### src/rtl/pdp8_pkg.sv
// Shared PDP-8 types: memory arbiter state, request source
// encoding and starvation counter width.
package pdp8_pkg;

  localparam int ARB_STARVE_W = 4;

  typedef enum logic [1:0] {
    IDLE,
    ISSUE,
    WAIT,
    RESP
  } arb_state_e;

  typedef enum logic [1:0] {
    SRC_IFU,
    SRC_EXEC_RD,
    SRC_EXEC_WR
  } arb_src_e;

  localparam logic [ARB_STARVE_W-1:0] ARB_STARVE_MAX = '1;

endpackage

### src/rtl/pdp_arb_pick.sv
// Combinational memory-port winner select.
// Ports: i_ifu_req, i_exec_rd_req, i_exec_wr_req, i_starve in; o_grant one-hot out.
module pdp_arb_pick
  import pdp8_pkg::*;
(
  input  logic       i_ifu_req,
  input  logic       i_exec_rd_req,
  input  logic       i_exec_wr_req,
  input  logic       i_starve,
  output logic [2:0] o_grant
);

  always_comb begin
    o_grant = '0;
    // A starved IFU overrides the normal EXEC-first order.
    if (i_ifu_req && i_starve)
      o_grant[SRC_IFU] = 1'b1;
    else if (i_exec_wr_req)
      o_grant[SRC_EXEC_WR] = 1'b1;
    else if (i_exec_rd_req)
      o_grant[SRC_EXEC_RD] = 1'b1;
    else if (i_ifu_req)
      o_grant[SRC_IFU] = 1'b1;
  end

endmodule

### src/rtl/pdp_mem_arbiter.sv
// Shares one PDP-8 memory port between IFD read, EXEC read, EXEC write.
// Ports: ifu_rd_*, exec_rd_*, exec_wr_* requester side; mem_* memory side.
module pdp_mem_arbiter
  import pdp8_pkg::*;
#(
  parameter int ADDR_WIDTH   = 12,
  parameter int DATA_WIDTH   = 12,
  parameter int MEM_LATENCY  = 1,
  parameter int STARVE_LIMIT = 4
) (
  input  logic                  clk,
  input  logic                  reset,
  input  logic                  ifu_rd_req,
  input  logic [ADDR_WIDTH-1:0] ifu_rd_addr,
  output logic [DATA_WIDTH-1:0] ifu_rd_data,
  output logic                  ifu_rd_valid,
  input  logic                  exec_rd_req,
  input  logic [ADDR_WIDTH-1:0] exec_rd_addr,
  output logic [DATA_WIDTH-1:0] exec_rd_data,
  output logic                  exec_rd_valid,
  input  logic                  exec_wr_req,
  input  logic [ADDR_WIDTH-1:0] exec_wr_addr,
  input  logic [DATA_WIDTH-1:0] exec_wr_data,
  output logic                  exec_wr_done,
  output logic                  mem_req,
  output logic                  mem_we,
  output logic [ADDR_WIDTH-1:0] mem_addr,
  output logic [DATA_WIDTH-1:0] mem_wdata,
  input  logic [DATA_WIDTH-1:0] mem_rdata
);

  // WAIT spans MEM_LATENCY cycles, so the counter starts one short.
  localparam logic [2:0] LAT_LOAD =
    3'(MEM_LATENCY - 1);
  localparam logic [ARB_STARVE_W-1:0] STARVE_THR =
    ARB_STARVE_W'(STARVE_LIMIT);

  arb_state_e r_state;
  arb_state_e w_state_nxt;
  arb_src_e   r_src;
  arb_src_e   w_src;

  logic [ARB_STARVE_W-1:0] r_starve;
  logic [2:0]              r_lat;
  logic [ADDR_WIDTH-1:0]   r_addr;
  logic [DATA_WIDTH-1:0]   r_wdata;
  logic [DATA_WIDTH-1:0]   r_ifu_data;
  logic [DATA_WIDTH-1:0]   r_exec_data;

  logic       w_any_req;
  logic       w_starve;
  logic       w_is_wr;
  logic [2:0] w_grant;

  assign w_any_req = ifu_rd_req
                   | exec_rd_req
                   | exec_wr_req;
  assign w_starve  = r_starve >= STARVE_THR;
  assign w_is_wr   = r_src == SRC_EXEC_WR;

  pdp_arb_pick u_pick (
    .i_ifu_req     (ifu_rd_req),
    .i_exec_rd_req (exec_rd_req),
    .i_exec_wr_req (exec_wr_req),
    .i_starve      (w_starve),
    .o_grant       (w_grant)
  );

  always_comb begin
    w_src = SRC_IFU;
    unique case (1'b1)
      w_grant[SRC_EXEC_WR]: w_src = SRC_EXEC_WR;
      w_grant[SRC_EXEC_RD]: w_src = SRC_EXEC_RD;
      default:              w_src = SRC_IFU;
    endcase
  end

  always_ff @(posedge clk) begin
    if (reset) r_state <= IDLE;
    else       r_state <= w_state_nxt;
  end

  always_comb begin
    w_state_nxt   = r_state;
    mem_req       = 1'b0;
    mem_we        = 1'b0;
    exec_wr_done  = 1'b0;
    ifu_rd_valid  = 1'b0;
    exec_rd_valid = 1'b0;
    unique case (r_state)
      IDLE: begin
        if (w_any_req) w_state_nxt = ISSUE;
      end
      ISSUE: begin
        mem_req      = 1'b1;
        mem_we       = w_is_wr;
        exec_wr_done = w_is_wr;
        w_state_nxt  = w_is_wr ? IDLE : WAIT;
      end
      WAIT: begin
        if (r_lat == '0) w_state_nxt = RESP;
      end
      RESP: begin
        ifu_rd_valid  = r_src == SRC_IFU;
        exec_rd_valid = r_src == SRC_EXEC_RD;
        w_state_nxt   = IDLE;
      end
      default: w_state_nxt = IDLE;
    endcase
  end

  always_ff @(posedge clk) begin
    if (reset) begin
      r_src       <= SRC_IFU;
      r_starve    <= '0;
      r_lat       <= '0;
      r_addr      <= '0;
      r_wdata     <= '0;
      r_ifu_data  <= '0;
      r_exec_data <= '0;
    end else begin
      unique case (r_state)
        IDLE: begin
          if (w_any_req) begin
            r_src <= w_src;
            unique case (1'b1)
              w_grant[SRC_EXEC_WR]: begin
                r_addr  <= exec_wr_addr;
                r_wdata <= exec_wr_data;
              end
              w_grant[SRC_EXEC_RD]:
                r_addr <= exec_rd_addr;
              default:
                r_addr <= ifu_rd_addr;
            endcase
          end
          // Count EXEC wins only while IFU is actually waiting.
          if (!ifu_rd_req || w_grant[SRC_IFU])
            r_starve <= '0;
          else if (r_starve != ARB_STARVE_MAX)
            r_starve <= r_starve + 1'b1;
        end
        ISSUE: r_lat <= LAT_LOAD;
        WAIT: begin
          if (r_lat == '0) begin
            if (r_src == SRC_IFU)
              r_ifu_data <= mem_rdata;
            else
              r_exec_data <= mem_rdata;
          end else begin
            r_lat <= r_lat - 1'b1;
          end
        end
        default: ;
      endcase
    end
  end

  assign mem_addr     = r_addr;
  assign mem_wdata    = r_wdata;
  assign ifu_rd_data  = r_ifu_data;
  assign exec_rd_data = r_exec_data;

endmodule

### config.mk
export PLATFORM = sky130hd
export DESIGN_NAME = pdp_mem_arbiter
export DESIGN_NICKNAME = d
export VERILOG_FILES = /design/src/rtl/pdp8_pkg.sv /design/src/rtl/pdp_arb_pick.sv /design/src/rtl/pdp_mem_arbiter.sv
export SDC_FILE = /design/constraint.sdc
export NUM_CORES = 1
export LEC_CHECK = 0
export BUFFER_PORTS_ARGS = -buffer_cell sky130_fd_sc_hd__buf_4
export CAP_MARGIN = 40
export CORE_MARGIN = 2
export CORE_UTILIZATION = 30
export CTS_BUF_LIST = sky130_fd_sc_hd__clkbuf_16
export DETAILED_ROUTE_END_ITERATION = 16
export MAX_ROUTING_LAYER = met4
export PLACE_DENSITY = 0.51
export REMOVE_ABC_BUFFERS = 1
export SLEW_MARGIN = 0
export SYNTH_ARGS = -nofsm -noshare
export SYNTH_HDL_FRONTEND = slang
export SYNTH_HIERARCHICAL = 1
export SYNTH_SLANG_ARGS = --single-unit
### constraint.sdc
create_clock -name clk -period 4.4 [get_ports clk]
set_input_delay 0.44 -clock clk [delete_from_list [all_inputs] [get_ports clk]]
set_output_delay 0.44 -clock clk [all_outputs]
set_load 0.01 [all_outputs]
== Word level (Yosys, flattened, before mapping) ==
Index checks and enable logic that the tools add are counted.

* Output and inout bits: 53
* Flip-flop bits (word level): 59
* Input port bits: 65
* Logic and storage cells: 59

* Bitwise operators: 3
* $lt $le $gt $ge: 1
* Equality and inequality tests: 9
* Mux-type cells: 21
* Add/subtract/negate cells: 2
* Reductions and logical operators: 15

{| class="wikitable"
|+ Operators with widths
! operator !! number
|-
| 12-bit one-hot mux with 2 select lines || 1
|-
| 2-bit two-way mux || 5
|-
| 1-bit two-way mux || 9
|-
| 3-bit AND reduction || 3
|-
| 4-bit two-way mux || 2
|-
| 2-bit one-hot mux with 4 select lines || 1
|-
| 2-bit AND reduction || 4
|-
| 2-bit equality test, second input constant || 3
|-
| 2-bit != test, second input constant || 3
|-
| 3-bit one-hot mux with 2 select lines || 1
|-
| 4-bit by 1-bit adder with 4-bit output, second input constant || 1
|-
| 2-bit by 1-bit equality test with 1-bit output, second input constant || 2
|-
| 4-bit by 3-bit >= comparator with 1-bit output, second input constant || 1
|-
| 2-bit logical NOT || 2
|-
| 4-bit != test, second input constant || 1
|-
| 2-bit one-hot mux with 2 select lines || 1
|-
| 2-bit nonzero test || 2
|-
| 3-bit logical NOT || 1
|-
| 3-bit two-way mux || 1
|-
| 3-bit by 1-bit subtractor with 3-bit output, second input constant || 1
|-
| 1-bit bitwise OR || 2
|-
| 1-bit logical AND || 1
|-
| 1-bit logical NOT || 1
|-
| 1-bit logical OR || 1
|-
| 1-bit inverter || 1
|}

== Longest topological paths before layout ==
Gate-level depths: netlist of the first run.

* Word-level depth: 7
* Gate-level depth with buffers: 7
* Depth with buffers taken out: 6

== By module ==
Netlist of the first run, hierarchy kept.

{| class="wikitable"
|+ Modules (own cells, without submodules)
! module !! area each (um2) !! seq. area each (um2) !! cells an instance !! times used
|-
| pdp_mem_arbiter || 2,795.2 || 1,181.1 || 296 || 1
|-
| pdp_arb_pick || 38.8 || 0.0 || 5 || 1
|}

== Least setup slack after synthesis of the first run ==
No wires, ideal clock.

* Path type: register to register
* From: register r_starve[3]
* To: register r_addr[0] (netlist: mem_addr[0])
* Period minus slack after synthesis: 1.717 ns
* Arrival time: 1.626 ns
* Stages on the path, launching flop included: 6
* Slack: 2.683 ns
* Required time: 4.309 ns
* Library setup time: 0.091 ns
* Path buffers: 1
* Path through: dfxtp_1 > or2_2 > a211oi_2 > clkbuf_1 > a22oi_1 > a311oi_1

* Longest elaborated chain between the ends: 4

{| class="wikitable"
|+ Ends and longest elaborated chain
! element !! RTL line !! RTL
|-
| from (decl) || pdp_mem_arbiter.sv:43 || <nowiki>logic [ARB_STARVE_W-1:0] r_starve;</nowiki>
|-
| from (signal assigned) || pdp_mem_arbiter.sv:141 || <nowiki>r_starve <= r_starve + 1'b1;</nowiki>
|-
| 4-bit by 3-bit >= comparator with 1-bit output || pdp_mem_arbiter.sv:58 || <nowiki>assign w_starve = r_starve >= STARVE_THR;</nowiki>
|-
| net w_starve || pdp_mem_arbiter.sv:51 || <nowiki>logic w_starve;</nowiki>
|-
| 1-bit logical AND || pdp_arb_pick.sv:16 || <nowiki>if (i_ifu_req && i_starve)</nowiki>
|-
| 2-bit two-way mux || pdp_arb_pick.sv:16 ||
|-
| net w_grant[1] || pdp_mem_arbiter.sv:53 || <nowiki>logic [2:0] w_grant;</nowiki>
|-
| 12-bit one-hot mux with 2 select lines || pdp_mem_arbiter.sv:126 || <nowiki>unique case (1'b1)</nowiki>
|-
| to (signal assigned) || pdp_mem_arbiter.sv:128 || <nowiki>r_addr <= exec_wr_addr;</nowiki>
|-
| to (signal assigned) || pdp_mem_arbiter.sv:132 || <nowiki>r_addr <= exec_rd_addr;</nowiki>
|-
| to (signal assigned) || pdp_mem_arbiter.sv:134 || <nowiki>r_addr <= ifu_rd_addr;</nowiki>
|-
| to (decl) || pdp_mem_arbiter.sv:45 || <nowiki>logic [ADDR_WIDTH-1:0] r_addr;</nowiki>
|}

The timed path passes the listed nets, and every way through them passes these cells.
A chain may end at the register's enable or synchronous reset.

== Worst setup path after layout of the first run ==
* From: register r_starve[3]
* To: register r_wdata[11] (netlist: mem_wdata[11])

* Longest elaborated chain between the ends: 4

{| class="wikitable"
|+ Ends and longest elaborated chain
! element !! RTL line !! RTL
|-
| 4-bit by 3-bit >= comparator with 1-bit output || pdp_mem_arbiter.sv:58 ||
|-
| net w_starve || pdp_mem_arbiter.sv:51 ||
|-
| 1-bit logical AND || pdp_arb_pick.sv:16 ||
|-
| 2-bit two-way mux || pdp_arb_pick.sv:16 ||
|-
| net w_grant[2] || pdp_mem_arbiter.sv:53 ||
|-
| 3-bit AND reduction (no source line) || - ||
|-
| to (signal assigned) || pdp_mem_arbiter.sv:129 || <nowiki>r_wdata <= exec_wr_data;</nowiki>
|-
| to (decl) || pdp_mem_arbiter.sv:46 || <nowiki>logic [DATA_WIDTH-1:0] r_wdata;</nowiki>
|}

The timed path passes the listed nets, and every way through them passes these cells.

==> results of run 1 <==
-- placed cells by master (no fill, tap or decap), drive strengths merged, types with 2 or more instances in the layout --
cell type / synthesis / layout
buf: 14 / 120
dfxtp: 59 / 59
nand2b: 51 / 51
mux2i: 24 / 24
a21oi: 19 / 19
o21ai: 18 / 18
nand2: 16 / 16
nand4b: 13 / 13
a22oi: 12 / 12
a311oi: 12 / 12
clkbuf: 11 / 9
inv: 7 / 8
nand3: 7 / 7
nor2: 4 / 4
a211oi: 4 / 4
nor2b: 3 / 3
ha: 3 / 3
clkinv: 0 / 3
nor4: 2 / 2
and3: 2 / 2
nor3: 2 / 2
o31a: 2 / 2
o211ai: 2 / 2
a31oi: 2 / 2
clkinvlp: 0 / 2
or2: 2 / 2
-- synthesized netlist by cell type (5+ instances only) --
cell,n
dfxtp_1,59
nand2b_1,51
mux2i_1,24
a21oi_1,19
nand2_1,16
nand4b_1,13
a22oi_1,12
a311oi_1,12
clkbuf_1,11
o21ai_2,10
o21ai_0,8
nand3_1,7
buf_2,6
inv_1,6
buf_4,5
-- worst min-delay path, delay by kind of cell --
| family | cells | cell delay [ns] |
|---|---|---|
| buffers and inverters | 1 | 0.08 |
| AND/OR/NAND/NOR | 1 | 0.08 |
| AO/OA/AOI/OAI | 1 | 0.07 |
-- logic make-up after synthesis --
kind of cell             Yosys count  share of synthesized area [%]
multiplexers                      24                           8.48
adder cells (fa/ha/maj)            3                           1.32
flip-flops                        59                           41.7
AND/OR/NAND/NOR                  107                           23.4
buffers and inverters             32                           5.96
AO/OA/AOI/OAI                     76                           19.2
-- worst paths after layout --
path,start,endpoint,cells past startpoint
hold reg to reg,ifu_rd_data[6]$_SDFFE_PP0P_,ifu_rd_data[6]$_SDFFE_PP0P_,2
hold / removal,exec_wr_data[11],mem_wdata[11]$_SDFFE_PP0P_,3
setup / recovery,r_starve[3]$_SDFFE_PP0P_,mem_wdata[11]$_SDFFE_PP0P_,5
setup reg to reg,r_starve[3]$_SDFFE_PP0P_,mem_wdata[11]$_SDFFE_PP0P_,5
-- per-layer routing --
layer  vias up  wire, um
met1      1149      3570
met4         0        48
li1       1316         -
met5         -         0
met2        94      3150
met3         4       539
-- flip-flops by register name (all words and copies together) (netlist names), named ones only --
| register | count |
|---|---|
| exec_rd_data | 12 |
| ifu_rd_data | 12 |
| mem_addr | 12 |
| mem_wdata | 12 |
| r_starve | 4 |
| r_lat | 3 |
| r_src | 2 |
| r_state | 1 |
-- metrics by stage --
stage	total power, mW	setup WS [ns]	hold slack, ns	utilization (%)	area (um^2)
after floorplan	0.722	2.23	0.476	-	2690
after global placement	0.857	1.76	0.461	40.4	3710
after detailed placement	0.860	1.66	0.464	40.9	3760
after CTS	1.56	1.66	0.375	44.1	4050
after global routing	1.60	1.40	0.397	44.1	4050
final	1.53	1.67	0.387	44.1	4050
-- power groups by stage --
stage	registers (mW)	logic [mW]	clock network (mW)
global placement	0.609	0.248	0
detailed placement	0.608	0.252	0
finish	0.598	0.248	0.683
floorplan	0.618	0.104	0
global route	0.603	0.275	0.725
CTS	0.598	0.252	0.706
-- area by class of cell --
cell class | count | area, um^2 | area share (%)
Timing Repair Buffer | 120 | 925 | 22.8
Tap cell | 111 | 139 | 3.43
Clock buffer | 9 | 225 | 5.56
Inverter | 7 | 26.3 | 0.648
Sequential cell | 59 | 1180 | 29.1
Multi-Input combinational cell | 210 | 1490 | 36.8
Clock inverter | 7 | 67.6 | 1.67
==> results.py, run 1 <==
metrics = {
    "drt": {
        "drc": 0,
        "ant_nets": 0,
        "drt_pass1_iterations": 4,
        "wl_per_cell_um": 14.0,
        "vias": 2563,
        "routed_via_density": 4.90,
        "wirelength_um": 7310,
        "first_iter_violations": 109,
    },
    "synth": {
        "synth-edff-count": 0,
        "netlist_area_um2": 2830,
        "synth-seq-cells": 59,
        "synth_area_leaders": "dfxtp_1 (42%), nand2b_1 (11%), mux2i_1 (8.5%)",
        "ys_seq_area_share_pct": 41.7,
        "ys_warn_count": 6,
        "synth_top_area_share_pct": 41.7,
        "synth_top_cell_by_area": "dfxtp_1",
        "synthDistinctLibCells": 41,
        "syn_inst": 301,
        "synth_area_per_cell_um2": 9.42,
        "synth_flop_cell": "dfxtp_1",
        "async_flop_share_pct": 0,
    },
    "clock_network": {
        "insertion_delay_ns": 0.32,
        "cts-buffers-inserted": 9,
        "cts-root-buf": "clkbuf_16",
        "cts_tree": "yes",
        "cts.path.max_buffers": 2,
        "cts.sink_count": 59,
        "post_cts_resized": 0,
        "clk_pin_slew_worst_paths_ns": 0.05,
        "cts_max_level": 3,
        "ctsHoldBuffers": 0,
        "postCtsSetupRepairBufs": 0,
    },
    "global_route": {
        "grt_pass1_wl_um": 11900,
        "antenna_found_initial": 0,
        "grtUsageMet1_pct": 20.3,
        "grt.busiest_layer": "met2",
        "grt_max_degree": 85,
        "use_met3_pct": 5.31,
        "track_usage_pct": 15.0,
        "grt_util_met2_pct": 21.3,
        "grt_overflow": 0,
        "grt_pass1_vias": 2429,
    },
    "finish": {
        "stdcell_count": 523,
        "nets": 475,
        "n_antenna_cell": 0,
        "num-fill-cells": 918,
        "drive_gt1_share_pct": 37.4,
        "syn2layout_area_growth_pct": 43.0,
    },
    "worst_setup_path": {
        "worstSetupStartpointType": "flip-flop",
        "crit_family": "simple AND/OR/NAND/NOR gates",
        "cp_max_fo": 14,
        "end_kind": "flip-flop",
        "cpMaxStageDelayCell": "nor3b_2",
        "worstPathCellList": "or2_2 > a21boi_2 > nor3b_2 > and2_4 > o21ai_0",
        "r2r_slack_ns": 1.67,
        "critical_path_required_ns": 4.60,
        "worst-path-buf-inv": 0,
        "critPathKind": "flip-flop to flip-flop",
        "worst_ep_arrival_time_ns": 2.93,
        "max_stage_delay_ns": 0.83,
    },
    "power": {
        "p_clk_share_pct": 44.7,
        "switching_share_pct": 25.8,
        "comb_power_share_pct": 16.2,
        "p_int_mw": 1.14,
        "ir_worst_vdd_mv": 0.178,
        "p_switching_mw": 0.394,
        "powerDensity_nw_per_um2": 377,
        "p_leak_nw": 1.73,
        "seqPwrFrac_pct": 39.1,
    },
    "sta": {
        "min_period_ns": 2.73,
        "finalCritPeriodShare_pct": 62.1,
        "fin_worst_skew_ns": 0.00660,
        "fmax_ghz": 0.366,
        "drv_slew": 0,
        "setup_tns_ns": 0,
        "relSlewSlack_pct": 41.2,
        "hold_violations": 0,
        "setup_viol": 0,
        "worst_pin_slew_ns": 0.879,
        "rsz0062_at_grt": "no",
    },
    "floorplan": {
        "dieArea_um2": 10200,
        "start_util_pct": 30.8,
        "dieWidth_um": 101,
        "die_y_um": 101,
        "ioPinCount": 118,
        "std_cell_rows": 35,
        "core_area_um2": 9200,
    },
    "worst_hold_path": {
        "holdCritPathClass": "primary input to flip-flop",
    },
    "placement": {
        "finalWeightedCongestion": 0.749,
        "dp_hpwl_um": 5070,
        "dp_cells": 507,
        "io_buffers": 117,
    },
    "job": {
        "drv_cap": 0,
    },
    "status": {
        "status": "finished, final reports clean",
    },
}
Power figures use the tool's default switching activity.
==> inputs of run 2 (changes only) <==
--- a/config.mk
+++ b/config.mk
@@ -5,6 +5,7 @@
 export SDC_FILE = /design/constraint.sdc
 export NUM_CORES = 1
 export LEC_CHECK = 0
+export ABC_AREA = 1
 export BUFFER_PORTS_ARGS = -buffer_cell sky130_fd_sc_hd__buf_4
 export CAP_MARGIN = 40
 export CORE_MARGIN = 2
@@ -12,7 +13,7 @@
 export CTS_BUF_LIST = sky130_fd_sc_hd__clkbuf_16
 export DETAILED_ROUTE_END_ITERATION = 16
 export MAX_ROUTING_LAYER = met4
-export PLACE_DENSITY = 0.51
+export PLACE_DENSITY = 0.52
 export REMOVE_ABC_BUFFERS = 1
 export SLEW_MARGIN = 0
 export SYNTH_ARGS = -nofsm -noshare
==> constraint.sdc (replaced) <==
create_clock -name clk -period 2.8 [get_ports clk]
set_input_delay 0.28 -clock clk [delete_from_list [all_inputs] [get_ports clk]]
set_output_delay 0.28 -clock clk [all_outputs]
set_load 0.01 [all_outputs]
==> run 2 against run 1 <==
Clock power rose by 55%. First-iteration DRC count fell by 50%. Combinational power rose by 140%. Clock-buffer cell count did not move. Highest routed layer unchanged. Via count rose by 7.8%.
==> results.py, run 2 <==
metrics = {
    "synth": {
        "synth_most_common_cell": "nand2_1",
        "synth-seq-cells": 59,
        "synth_area_per_cell_um2": 6.86,
        "synthDistinctLibCells": 24,
        "netlist_area_um2": 2700,
        "syn_inst": 393,
        "synth_flop_cell": "dfxtp_1",
        "synth_commonest_cells": "nand2_1 (101), nor2_1 (93), dfxtp_1 (59)",
        "ys_seq_area_share_pct": 43.8,
        "ys_warn_count": 6,
        "async_flop_share_pct": 0,
        "synth-edff-count": 0,
        "synth_top_area_share_pct": 43.8,
        "synth_area_leaders": "dfxtp_1 (44%), nand2_1 (14%), nor2_1 (13%)",
        "synth_top_cell_by_area": "dfxtp_1",
    },
    "status": {
        "status": "finished, final reports clean",
    },
    "power": {
        "p_int_mw": 1.88,
        "seqPwrFrac_pct": 37.7,
        "comb_power_share_pct": 22.4,
        "p_clk_share_pct": 39.9,
        "powerDensity_nw_per_um2": 682,
        "p_leak_nw": 1.89,
        "switching_share_pct": 28.9,
        "ir_worst_vdd_mv": 0.267,
        "power.total_mw": 2.64,
        "p_switching_mw": 0.763,
    },
    "clock_network": {
        "postCtsSetupRepairBufs": 0,
        "cts-root-buf": "clkbuf_16",
        "post_cts_resized": 0,
        "cts.path.max_buffers": 2,
        "insertion_delay_ns": 0.32,
        "cts_max_level": 3,
        "cts_tree": "yes",
        "ctsHoldBuffers": 0,
        "clk_pin_slew_worst_paths_ns": 0.05,
        "cts.sink_count": 59,
        "cts-buffers-inserted": 9,
    },
    "global_route": {
        "grt_pass1_wl_um": 11900,
        "grt_max_degree": 33,
        "grt_overflow": 0,
        "grt_pass1_vias": 2596,
        "antenna_found_initial": 0,
        "track_usage_pct": 15.6,
    },
    "finish": {
        "syn2layout_area_growth_pct": 43.9,
        "nets": 574,
        "n_antenna_cell": 0,
        "drive_gt1_share_pct": 29.0,
        "ff_latch_area_um2": 1180,
        "mostFrequentLayoutCell": "buf_4",
        "final_cell_mix": "buf_4 (120), nand2_1 (101), nor2_1 (93)",
        "num-fill-cells": 935,
        "fin_area_um2": 3880,
        "stdcell_count": 619,
        "multi_input_area_um2": 1220,
    },
    "drt": {
        "wl_per_cell_um": 11.7,
        "routed_via_density": 4.46,
        "wirelength_um": 7240,
        "drt_pass1_iterations": 4,
        "first_iter_violations": 55,
        "vias": 2762,
        "ant_nets": 0,
        "drc": 0,
    },
    "worst_setup_path": {
        "worst_ep_arrival_time_ns": 1.56,
        "critPathKind": "flip-flop to output port",
        "critical_path_required_ns": 2.52,
        "worstSetupStartpointType": "flip-flop",
        "r2r_cells": 9,
        "cp_max_fo": 4,
        "end_kind": "output port",
    },
    "floorplan": {
        "start_util_pct": 30.9,
        "std_cell_rows": 34,
        "dieArea_um2": 9760,
        "dieWidth_um": 98.8,
        "die_y_um": 98.8,
        "core_area_um2": 8720,
        "ioPinCount": 118,
    },
    "worst_hold_path": {
        "hold_depth": 3,
        "holdCritPathClass": "primary input to flip-flop",
    },
    "placement": {
        "finalWeightedCongestion": 0.795,
        "place_area_um2": 3590,
        "dp_hpwl_um": 5290,
        "dp_cells": 603,
        "io_buffers": 117,
    },
    "sta": {
        "setup_tns_ns": 0,
        "min_period_ns": 1.84,
        "fin_worst_skew_ns": 0.00604,
        "worst_pin_slew_ns": 0.830,
        "finalCritPeriodShare_pct": 65.8,
        "relSlewSlack_pct": 44.5,
        "fmax_ghz": 0.542,
        "hold_violations": 0,
        "rsz0062_at_grt": "no",
        "drv_slew": 0,
        "setup_viol": 0,
    },
    "job": {
        "drv_cap": 0,
    },
}
run 2: worst paths after layout:
path	start	to	slack, ns
setup / recovery	r_state[0]$_SDFFE_PP0P_	mem_we	0.96
hold / removal	exec_wr_data[5]	mem_wdata[5]$_SDFFE_PP0P_	0.18
setup reg to reg	r_starve[2]$_SDFFE_PP0P_	mem_addr[3]$_SDFFE_PP0P_	0.98
hold reg to reg	mem_addr[4]$_SDFFE_PP0P_	mem_addr[4]$_SDFFE_PP0P_	0.47
run 2: critical path, stage by stage (launching register included):
cell and delay (ns):
dfxtp_1 0.38, inv_1 0.11, nor2_1 0.18, inv_1 0.11
nor3_1 0.27, buf_4 0.19
run 2: layer usage:
| layer | up-vias | global-route usage [%] | part of all wire, % |
|---|---|---|---|
| met5 | - | - | 0 |
| met4 | 0 | 5.27 | 0.94 |
| met3 | 9 | 6.24 | 10 |
| met2 | 114 | 23.0 | 41 |
| met1 | 1190 | 19.5 | 48 |
| li1 | 1449 | - | - |
run 2: cells by family after synthesis:
group | Yosys count | synth area share, %
AND/OR/NAND/NOR | 223 | 34.6
buffers and inverters | 57 | 10.8
adder cells (fa/ha/maj) | 3 | 1.39
AO/OA/AOI/OAI | 51 | 9.47
flip-flops | 59 | 43.8
run 2: layout make-up:
cell class / instances / area share [%]
clock buffer: 9 / 5.80
sequential: 59 / 30.4
timing repair buffer: 120 / 23.2
inverter: 39 / 3.93
multi-input combinational: 277 / 31.6
tap: 108 / 3.48
clock inverter: 7 / 1.55
run 2: power by group through the flow:
| stage | sequential, mW | clock (mW) | combinational [mW] |
|---|---|---|---|
| floorplan | 1.04 | 0 | 0.285 |
| global placement | 1.01 | 0 | 0.598 |
| detailed placement | 1.01 | 0 | 0.601 |
| CTS | 0.996 | 1.09 | 0.603 |
| global route | 1.01 | 1.13 | 0.673 |
| finish | 0.996 | 1.06 | 0.593 |
run 2: per-stage QoR:
step	hold WS, ns	utilization [%]	worst slack, ns
final	0.178	44.5	0.957
after global placement	0.455	41.2	1.03
after CTS	0.171	44.5	0.887
after floorplan	0.349	-	0.871
after global routing	0.178	44.5	0.718
after detailed placement	0.461	41.2	1.03
==> inputs of run 3 (changes only) <==
==> constraint.sdc (replaced) <==
create_clock -name clk -period 1.8 [get_ports clk]
set_input_delay 0.18 -clock clk [delete_from_list [all_inputs] [get_ports clk]]
set_output_delay 0.18 -clock clk [all_outputs]
set_load 0.01 [all_outputs]
==> run 3 against run 2 <==
Non-clock buffer count increased by 3. Power grew 62%. Sequential cell count unchanged. Combinational power grew 62%. Die area did not move. Critical path type is now flip-flop to flip-flop. Highest routed layer unchanged. Final cell count grew 0.65%. Design area rose by 2.5%.
==> results.py, run 3 (synthesized netlist as in run 2, its figures left out) <==
metrics = {
    "drt": {
        "vias": 2762,
        "wl_met1_um": 3340,
        "first_iter_violations": 96,
        "wl_per_cell_um": 12.0,
        "dr.max_layer_used": "met4",
        "ant_nets": 0,
        "dr_wl_met3_um": 794,
        "routed-wl-met2_um": 3260,
        "drc": 0,
        "routed_via_density": 4.43,
        "drt_pass1_iterations": 6,
        "wirelength_um": 7490,
    },
    "placement": {
        "dp_cells": 606,
        "place_area_um2": 3630,
        "io_buffers": 117,
        "dp_hpwl_um": 5380,
        "finalWeightedCongestion": 0.787,
    },
    "worst_setup_path": {
        "r2r_cells": 9,
        "worst_ep_arrival_time_ns": 1.86,
        "critPathKind": "flip-flop to flip-flop",
        "timing.rr.start": "r_starve[3]$_SDFFE_PP0P_",
        "critical_path_required_ns": 2.06,
        "regToRegEndpoint": "mem_wdata[11]$_SDFFE_PP0P_",
        "end_kind": "flip-flop",
        "cp_max_fo": 13,
        "r2r_slack_ns": 0.20,
        "worstSetupStartpointType": "flip-flop",
    },
    "floorplan": {
        "std_cell_rows": 34,
        "start_util_pct": 30.9,
        "die_y_um": 98.8,
        "dieWidth_um": 98.8,
        "ioPinCount": 118,
        "dieArea_um2": 9760,
        "core_area_um2": 8720,
    },
    "clock_network": {
        "postCtsSetupRepairBufs": 0,
        "clk_pin_slew_worst_paths_ns": 0.05,
        "cts.sink_count": 59,
        "cts-root-buf": "clkbuf_16",
        "cts-buffers-inserted": 9,
        "cts.path.max_buffers": 2,
        "cts_tree": "yes",
        "ctsHoldBuffers": 0,
        "cts_max_level": 3,
        "insertion_delay_ns": 0.32,
    },
    "power": {
        "p_switching_mw": 1.19,
        "p_leak_nw": 1.93,
        "ir_worst_vdd_mv": 0.366,
        "p_clk_share_pct": 41.2,
        "switching_share_pct": 27.9,
        "powerDensity_nw_per_um2": 1080,
        "comb_power_share_pct": 22.5,
        "power.total_mw": 4.28,
        "seqPwrFrac_pct": 36.3,
        "p_int_mw": 3.08,
    },
    "worst_hold_path": {
        "holdPathEnd": "mem_wdata[4]$_SDFFE_PP0P_",
        "hp-start": "exec_wr_data[4]",
        "hold_depth": 3,
        "holdCritPathClass": "primary input to flip-flop",
    },
    "global_route": {
        "grt_pass1_vias": 2682,
        "grt_max_degree": 35,
        "grt_overflow": 0,
        "antenna_found_initial": 0,
        "grt_pass1_wl_um": 12200,
        "track_usage_pct": 16.0,
    },
    "job": {
        "drv_cap": 0,
    },
    "status": {
        "status": "finished, final reports clean",
    },
    "sta": {
        "fin_worst_skew_ns": 0.00604,
        "fmax_ghz": 0.624,
        "hold_violations": 0,
        "setup_viol": 0,
        "rsz0062_at_grt": "no",
        "relSlewSlack_pct": 70.4,
        "drv_slew": 0,
        "whs_ns": 0.0771,
        "finalCritPeriodShare_pct": 89.0,
        "worst_pin_slew_ns": 0.443,
        "min_period_ns": 1.60,
        "setup_tns_ns": 0,
    },
    "finish": {
        "mostFrequentLayoutCell": "buf_4",
        "final_cell_mix": "buf_4 (122), nand2_1 (101), nor2_1 (90)",
        "syn2layout_area_growth_pct": 47.4,
        "n_antenna_cell": 0,
        "nets": 578,
        "drive_gt1_share_pct": 30.1,
        "stdcell_count": 623,
        "num-fill-cells": 918,
        "fin_area_um2": 3980,
    },
}
[run 3: cell types whose count changed in the layout (fill, tap and decap cells not counted), moves of 2 or more]
cell      before  now
buf_4        120  122
clkinv_2       4    2
nor2_1        93   90
nor2_2         0    3
[run 3: worst max-delay path by stage]
stage | end | depth (start not counted) | slack (ns) | start
after detailed placement | mem_addr[4]$_SDFFE_PP0P_ | 9 | 0.11 | r_starve[2]$_SDFFE_PP0P_
after global routing | mem_wdata[11]$_SDFFE_PP0P_ | 9 | 0.04 | r_starve[3]$_SDFFE_PP0P_
final | mem_wdata[11]$_SDFFE_PP0P_ | 9 | 0.20 | r_starve[3]$_SDFFE_PP0P_
after floorplan | mem_addr[0]$_SDFFE_PP0P_ | 9 | -0.13 | r_starve[3]$_SDFFE_PP0P_
after global placement | mem_addr[4]$_SDFFE_PP0P_ | 9 | 0.11 | r_starve[3]$_SDFFE_PP0P_
after CTS | mem_addr[4]$_SDFFE_PP0P_ | 9 | 0.09 | r_starve[2]$_SDFFE_PP0P_
[run 3: metrics by stage]
stage / utilization (%) / setup WS [ns]
after CTS: 45.2 / 0.0890
after global routing: 45.6 / 0.0373
after global placement: 41.6 / 0.109
after detailed placement: 41.6 / 0.108
after floorplan: - / -0.129
final: 45.6 / 0.198
[run 3: per-layer routing]
| metal | vias to the layer above | GRT usage (%) |
|---|---|---|
| met5 | - | - |
| met4 | 0 | 6.32 |
| met3 | 9 | 6.38 |
| met2 | 115 | 24.4 |
| met1 | 1185 | 18.8 |
| li1 | 1453 | - |
[run 3: final cells by class]
class                      count  area [um^2]  area share (%)
inverter                      39          153            3.84
tap                          108          135            3.40
clock inverter                 7         83.8            2.11
clock buffer                   9          225            5.67
multi-input combinational    278         1260            31.7
sequential                    59         1180            29.7
timing repair buffer         123          936            23.5
[run 3: power groups by stage]
| stage | Sequential [mW] | Combinational, mW | Clock (mW) |
|---|---|---|---|
| 3_3_place_gp | 1.57 | 0.942 | 0 |
| 6_report | 1.55 | 0.963 | 1.76 |
| 2_1_floorplan | 1.62 | 0.443 | 0 |
| 4_1_cts | 1.55 | 0.957 | 1.81 |
| 5_1_grt | 1.57 | 1.09 | 1.89 |
| 3_5_place_dp | 1.58 | 0.952 | 0 |
[run 3: repair_timing]
item	4_1_cts	5_1_grt
pin swaps	0	0
gates resized for setup	1	5
setup endpoints to repair	2	26
gates cloned	0	1
[run 3: worst max-delay path: stages, from the launching register on]
cell     delay, ns
dfxtp_1       0.34
or2_2         0.31
nand2_2       0.08
inv_2         0.04
nor2_2        0.14
buf_4         0.18
nand3_4       0.17
nand2_1       0.12
nand2_1       0.06
nor2_1        0.10
